### src/rtl/serial_adder_ctrl.sv
// Bit-serial adder controller for a pair of A/B shift registers: drives shift_control
// for WIDTH clocks, returns sum bits on sum_ser and captures sum/cout. Optional macro: SERADD_SUBTRACT_EN.
module serial_adder_ctrl #(
  parameter int WIDTH = 4,
  parameter int CNT_W = 3
) (
  input  logic             clk,
  input  logic             rstn,
  input  logic             start,
  input  logic             a_ser,
  input  logic             b_ser,
  input  logic             sub,
  output logic             shift_control,
  output logic             sum_ser,
  output logic [WIDTH-1:0] sum,
  output logic             cout,
  output logic             busy,
  output logic             done
);

  typedef enum logic [1:0] {
    IDLE  = 2'd0,
    SHIFT = 2'd1,
    DONE  = 2'd2
  } state_t;

  state_t           state;
  logic [CNT_W-1:0] cnt;
  logic             carry;
  logic             b_eff;
  logic             init_carry;
  logic             carry_nxt;

`ifdef SERADD_SUBTRACT_EN
  logic sub_l;

  // Subtract mode is frozen at the start edge so sub may change freely mid-operation.
  always_ff @(posedge clk or negedge rstn) begin
    if (!rstn)
      sub_l <= 1'b0;
    else if (state == IDLE && start)
      sub_l <= sub;
  end

  assign b_eff      = b_ser ^ sub_l;
  assign init_carry = sub;
`else
  logic unused_sub;

  assign unused_sub = sub;
  assign b_eff      = b_ser;
  assign init_carry = 1'b0;
`endif

  assign sum_ser   = a_ser ^ b_eff ^ carry;
  assign carry_nxt = (a_ser & b_eff) | (a_ser & carry) | (b_eff & carry);

  // NOTE: sequential state uses non-blocking assignments only, and the async reset
  // clears the registered outputs too so they drop in the same delta as rstn.
  always_ff @(posedge clk or negedge rstn) begin
    if (!rstn) begin
      state         <= IDLE;
      cnt           <= '0;
      carry         <= 1'b0;
      sum           <= '0;
      cout          <= 1'b0;
      shift_control <= 1'b0;
      busy          <= 1'b0;
      done          <= 1'b0;
    end else begin
      case (state)
        IDLE: begin
          if (start) begin
            state         <= SHIFT;
            cnt           <= '0;
            carry         <= init_carry;
            sum           <= '0;
            shift_control <= 1'b1;
            busy          <= 1'b1;
          end
        end
        SHIFT: begin
          carry <= carry_nxt;
          sum   <= {sum_ser, sum[WIDTH-1:1]};
          cnt   <= cnt + CNT_W'(1);
          if (cnt == CNT_W'(WIDTH - 1)) begin
            cout          <= carry_nxt;
            state         <= DONE;
            shift_control <= 1'b0;
            done          <= 1'b1;
          end
        end
        DONE: begin
          state <= IDLE;
          done  <= 1'b0;
          busy  <= 1'b0;
        end
        default: begin
          state         <= IDLE;
          shift_control <= 1'b0;
          busy          <= 1'b0;
          done          <= 1'b0;
        end
      endcase
    end
  end

endmodule

### config.mk
export PLATFORM = sky130hd
export DESIGN_NAME = serial_adder_ctrl
export DESIGN_NICKNAME = d
export VERILOG_FILES = /design/src/rtl/serial_adder_ctrl.sv
export SDC_FILE = /design/constraint.sdc
export NUM_CORES = 1
export LEC_CHECK = 0
export BUFFER_PORTS_ARGS = -buffer_cell sky130_fd_sc_hd__buf_2
export CORE_AREA = 2 2 39 41
export CTS_CLUSTER_SIZE = 30
export DETAILED_ROUTE_END_ITERATION = 6
export DIE_AREA = 0 0 41 43
export GPL_TIMING_DRIVEN = 0
export PLACE_DENSITY_LB_ADDON = 0.1
export SYNTH_ARGS = -nofsm -noshare
export SYNTH_HDL_FRONTEND = slang
export SYNTH_SLANG_ARGS = --single-unit
### constraint.sdc
create_clock -name clk -period 1.9 [get_ports clk]
set_input_delay 0.475 -clock clk [delete_from_list [all_inputs] [get_ports clk]]
set_output_delay 0.475 -clock clk [all_outputs]
set_load 0.02 [all_outputs]
=== After elaboration in Yosys (flattened, before gate mapping) ===
Index checks and enable logic that the tools add are counted.

* Register bits after elaboration: 14
* Bits of input ports: 6

* Add/sub/neg operators: 1
* Equality and inequality tests: 5
* Mux-type cells: 15
* Bitwise gates (word level): 10
* Reductions and logical operators: 8

{| class="wikitable"
|+ Operator list
! kind !! count
|-
| AND reduction 2 bit || 5
|-
| case mux 4 bit (2 select lines) || 1
|-
| case mux 1 bit (2 select lines) || 3
|-
| case mux 3 bit (2 select lines) || 1
|-
| two-way mux 1 bit || 4
|-
| two-way mux 2 bit || 2
|-
| two-way mux 4 bit || 1
|-
| inequality test 2 bit, second input constant || 2
|-
| case mux 2 bit (2 select lines) || 1
|-
| adder 3 x 1 -> 3 bit, second input constant || 1
|-
| AND 1 bit || 3
|-
| equality test 3 x 2 -> 1 bit, second input constant || 1
|-
| two-way mux 3 bit || 1
|-
| inverter 1 bit || 3
|-
| case mux 1 bit (3 select lines) || 1
|-
| AND reduction 3 bit || 1
|-
| equality test 2 x 1 -> 1 bit, second input constant || 1
|-
| equality test 2 bit, second input constant || 1
|-
| zero test 2 bit || 1
|-
| OR 1 bit || 2
|-
| nonzero test 2 bit || 1
|-
| XOR 1 bit || 2
|}

=== Depth between registers and ports, before layout ===
* Depth after elaboration: 4
* Depth in mapped cells: 5

=== Worst setup path after synthesis ===
Ideal clock, no wire load.

* Path type: input -> output
* Start: input a_ser
* End: output sum_ser
* Arrival: 1133 ps
* Data required time: 1425 ps
* Slack: 292 ps
* Cell stages on the path: 1
* Cells stage by stage: fa_1

* Word-level cells in the longest chain between the ends: 2

{| class="wikitable"
|+ RTL lines
! what !! line !! text
|-
| start, declared || 10 || <nowiki>input logic a_ser,</nowiki>
|-
| XOR 1 bit (2 in series) || 55 || <nowiki>assign sum_ser = a_ser ^ b_eff ^ carry;</nowiki>
|-
| end, declared || 14 || <nowiki>output logic sum_ser,</nowiki>
|}

No other way between the ends.

=== Worst setup path after layout ===
* Start: register carry
* End: output sum_ser

* Word-level cells in the longest chain between the ends: 1

{| class="wikitable"
|+ RTL lines
! what !! line !! text
|-
| start, declared || 29 || <nowiki>logic carry;</nowiki>
|-
| start signal, assigned || 76 || <nowiki>carry <= init_carry;</nowiki>
|-
| start signal, assigned || 83 || <nowiki>carry <= carry_nxt;</nowiki>
|-
| XOR 1 bit || 55 ||
|}

No other way between the ends.

==> run metrics <==
status=completed; mapped cell area=581 sq um; switching pwr=0.472 mW; largest cells by area after synthesis=dfrtp_1 (60%), a22o_1 (9.1%), ha_1 (4.3%); htree depth=1; worst endpoint required time=1.42 ns; Clk pwr share=0.137; combinational family with the most area after synthesis=compound AO/OA/AOI/OAI gates; crit path cell chain=fa_1, buf_2; Pre-antenna DRT Iters=2; I/O pin count=15; CP delay by family, top=adder cells; CTS hold repair buffers=0; Reg area=350 sq um; sequential-to-total area share from yosys stat=0.603; fill cell count=125; Slowest cell on crit path=fa_1; root buffer selected by CTS=clkbuf_4; worst-margin pin slew=0.347 ns; average size of a mapped cell=13.2 sq um; Synthesis Warnings=0; nets@finish=71; final setup violation count=0; worst-path fanout max=2; CP arrival=1.35 ns; Post-synth EDFFs=0; simple-gate area share of the yosys netlist=0.110; drt wl/cell=12.7 um; DRC=0; share of layout cells above drive strength 1=0.350; Post-DRT Antenna Nets=0; PD cells=1740 mW/mm^2; pin count of the biggest net entering global routing=15; Core Rows=14; Final Hold Fails=0; cell type with the largest total area after synthesis=dfrtp_1; worst skew pair latency=0.27 ns; Post-Place Cell Area=666 sq um; Seq cells post-synth=14; Flop pwr share=0.429; CP Launch Type=flop; initial antenna violation count=0; post-synthesis adder-cell area fraction=0.0776; type of the worst setup path=reg2out; post-cts resize count=0; Synth Flop Type=dfrtp_1; skew final=0.00413 ns; Core ar.=0.00138 sq mm; commonest non-fill, non-tap cells in the layout=dfrtp_1 (14), buf_2 (13), a22o_1 (6); Vias=376; Setup Buffers After CTS=0; min cycle time layout=1.83 ns; grt total ovfl=0; multiplexer share of the synthesized area=0.0259; HPWL Detailed=680 um; Pins Over Slew Limit=0; syn_nets=53; vias in the first global route=397; Tcrit/Tclk final=0.962; switching share of power=0.393; min-delay worst type=in2async; chip width=41 um; vias per cell=4.95; gp weighted congestion=0.643; CP peak stage delay=0.51 ns; maxcap violations=0; WP depth=2; library cells used by synthesis=16; ant diodes=0; RSZ-0062 raised after global routing=false; area growth from synthesis to final layout=18.5%; complex-gate fraction of the synthesized area=0.164; maximum buffer depth of the clock tree=2; FFs w/ async S/R, synth=1.00; Fin Setup TNS=0 ns; final wirelength=962 um; Synth top area share=0.603; chip height=43 um; Critical Path End Type=primary output; combinational share of power=0.433; Sink Count=14; CTS tree=done; Global Route Usage Sum=0.144; leading cell type in the layout, fill and taps excluded=dfrtp_1; WP buf/inv=1; Leakage=0.342 nW; Cell Int Power=0.728 mW; Initial Util=0.420; Gate Count Post-Synth=44; Post-Synth XOR/XNOR Area=0; die area=0.00176 sq mm; clock-pin slew on the worst setup and hold paths=0.08 ns; first-pass GRT wire length=1680 um; Reg2Reg Depth=5; PortBufs=13; Max Clock Freq=547 MHz; cts bufs inserted=3; headroom to the max-slew limit=0.768; area occupied by multi-input gates=219 sq um; 1st-iter DRT viols=1; cell area after layout=688 sq um; Max IR drop VDD=645 uV
layout make-up:
| cell class | count | area share |
|---|---|---|
| Tap cell | 16 | 0.0291 |
| Multi-Input combinational cell | 27 | 0.318 |
| Clock buffer | 3 | 0.0327 |
| Inverter | 3 | 0.0164 |
| Sequential cell | 14 | 0.509 |
| Timing Repair Buffer | 13 | 0.0945 |
stage by stage:
step	instances	hold WS (ns)	total power, mW	setup WS [ns]	util
floorplan	44	0.179	0.899	0.292	-
detailed placement	73	0.388	1.05	0.119	0.481
global placement	73	0.385	1.04	0.125	0.481
finish	76	0.0786	1.20	0.0719	0.497
global route	76	0.0827	1.31	0.00788	0.497
CTS	76	0.0862	1.21	0.0575	0.497
worst paths after layout:
| kind | from | to | slack [ns] |
|---|---|---|---|
| max | carry$_DFFE_PN0P_ | sum_ser | 0.07 |
| min | rstn | done$_DFFE_PN0P_ | 0.08 |
| max reg2reg | cnt[0]$_DFFE_PN0P_ | cout$_DFFE_PN0P_ | 0.51 |
| min reg2reg | cnt[0]$_DFFE_PN0P_ | cnt[0]$_DFFE_PN0P_ | 0.49 |
| max in group asynchronous | rstn | sum[0]$_DFFE_PN0P_ | 1.58 |
| min in group clk | cnt[0]$_DFFE_PN0P_ | cnt[0]$_DFFE_PN0P_ | 0.49 |
worst reg2reg max path: stages (launching register included):
cell and delay [ns]:
dfrtp_1 0.40, ha_1 0.21, ha_1 0.19, inv_1 0.14, nor2_4 0.06, mux2_4 0.29
logic make-up (layout without fill, tap and decap cells):
| logic type | after synthesis | count (layout) |
|---|---|---|
| fa+ha+maj | 3 | 3 |
| compound gates | 13 | 13 |
| flops | 14 | 14 |
| mux | 1 | 1 |
| simple gates | 10 | 10 |
| buf+inv | 3 | 19 |
cell usage after synthesis (2+ instances only):
library cell and count:
dfrtp_1 14, a22o_1 6, o21ai_1 2, ha_1 2
a21oi_1 3, inv_1 3, nand2_1 2, nor2_1 4
metal layers:
metal | wire length (um) | vias to the layer above | GRT usage
li1 | - | 186 | -
met1 | 462 | 180 | 0.198
met2 | 446 | 10 | 0.203
met3 | 53 | 0 | 0.0314
met4 | 0 | 0 | 0.0800
met5 | 0 | - | 0
state kept, by name (all words and copies together) (netlist names):
signal / count
carry: 1
shift_control: 1
cnt: 3
cout: 1
sum: 4
done: 1
state: 2
busy: 1
power groups by stage:
stage / registers (mW) / logic, mW / clock network, mW
2_1_floorplan: 0.587 / 0.312 / 0
5_1_grt: 0.536 / 0.583 / 0.187
3_5_place_dp: 0.517 / 0.529 / 0
3_3_place_gp: 0.521 / 0.515 / 0
6_report: 0.515 / 0.520 / 0.165
4_1_cts: 0.515 / 0.531 / 0.167
Note: power is estimated with default switching activity, not from simulation.
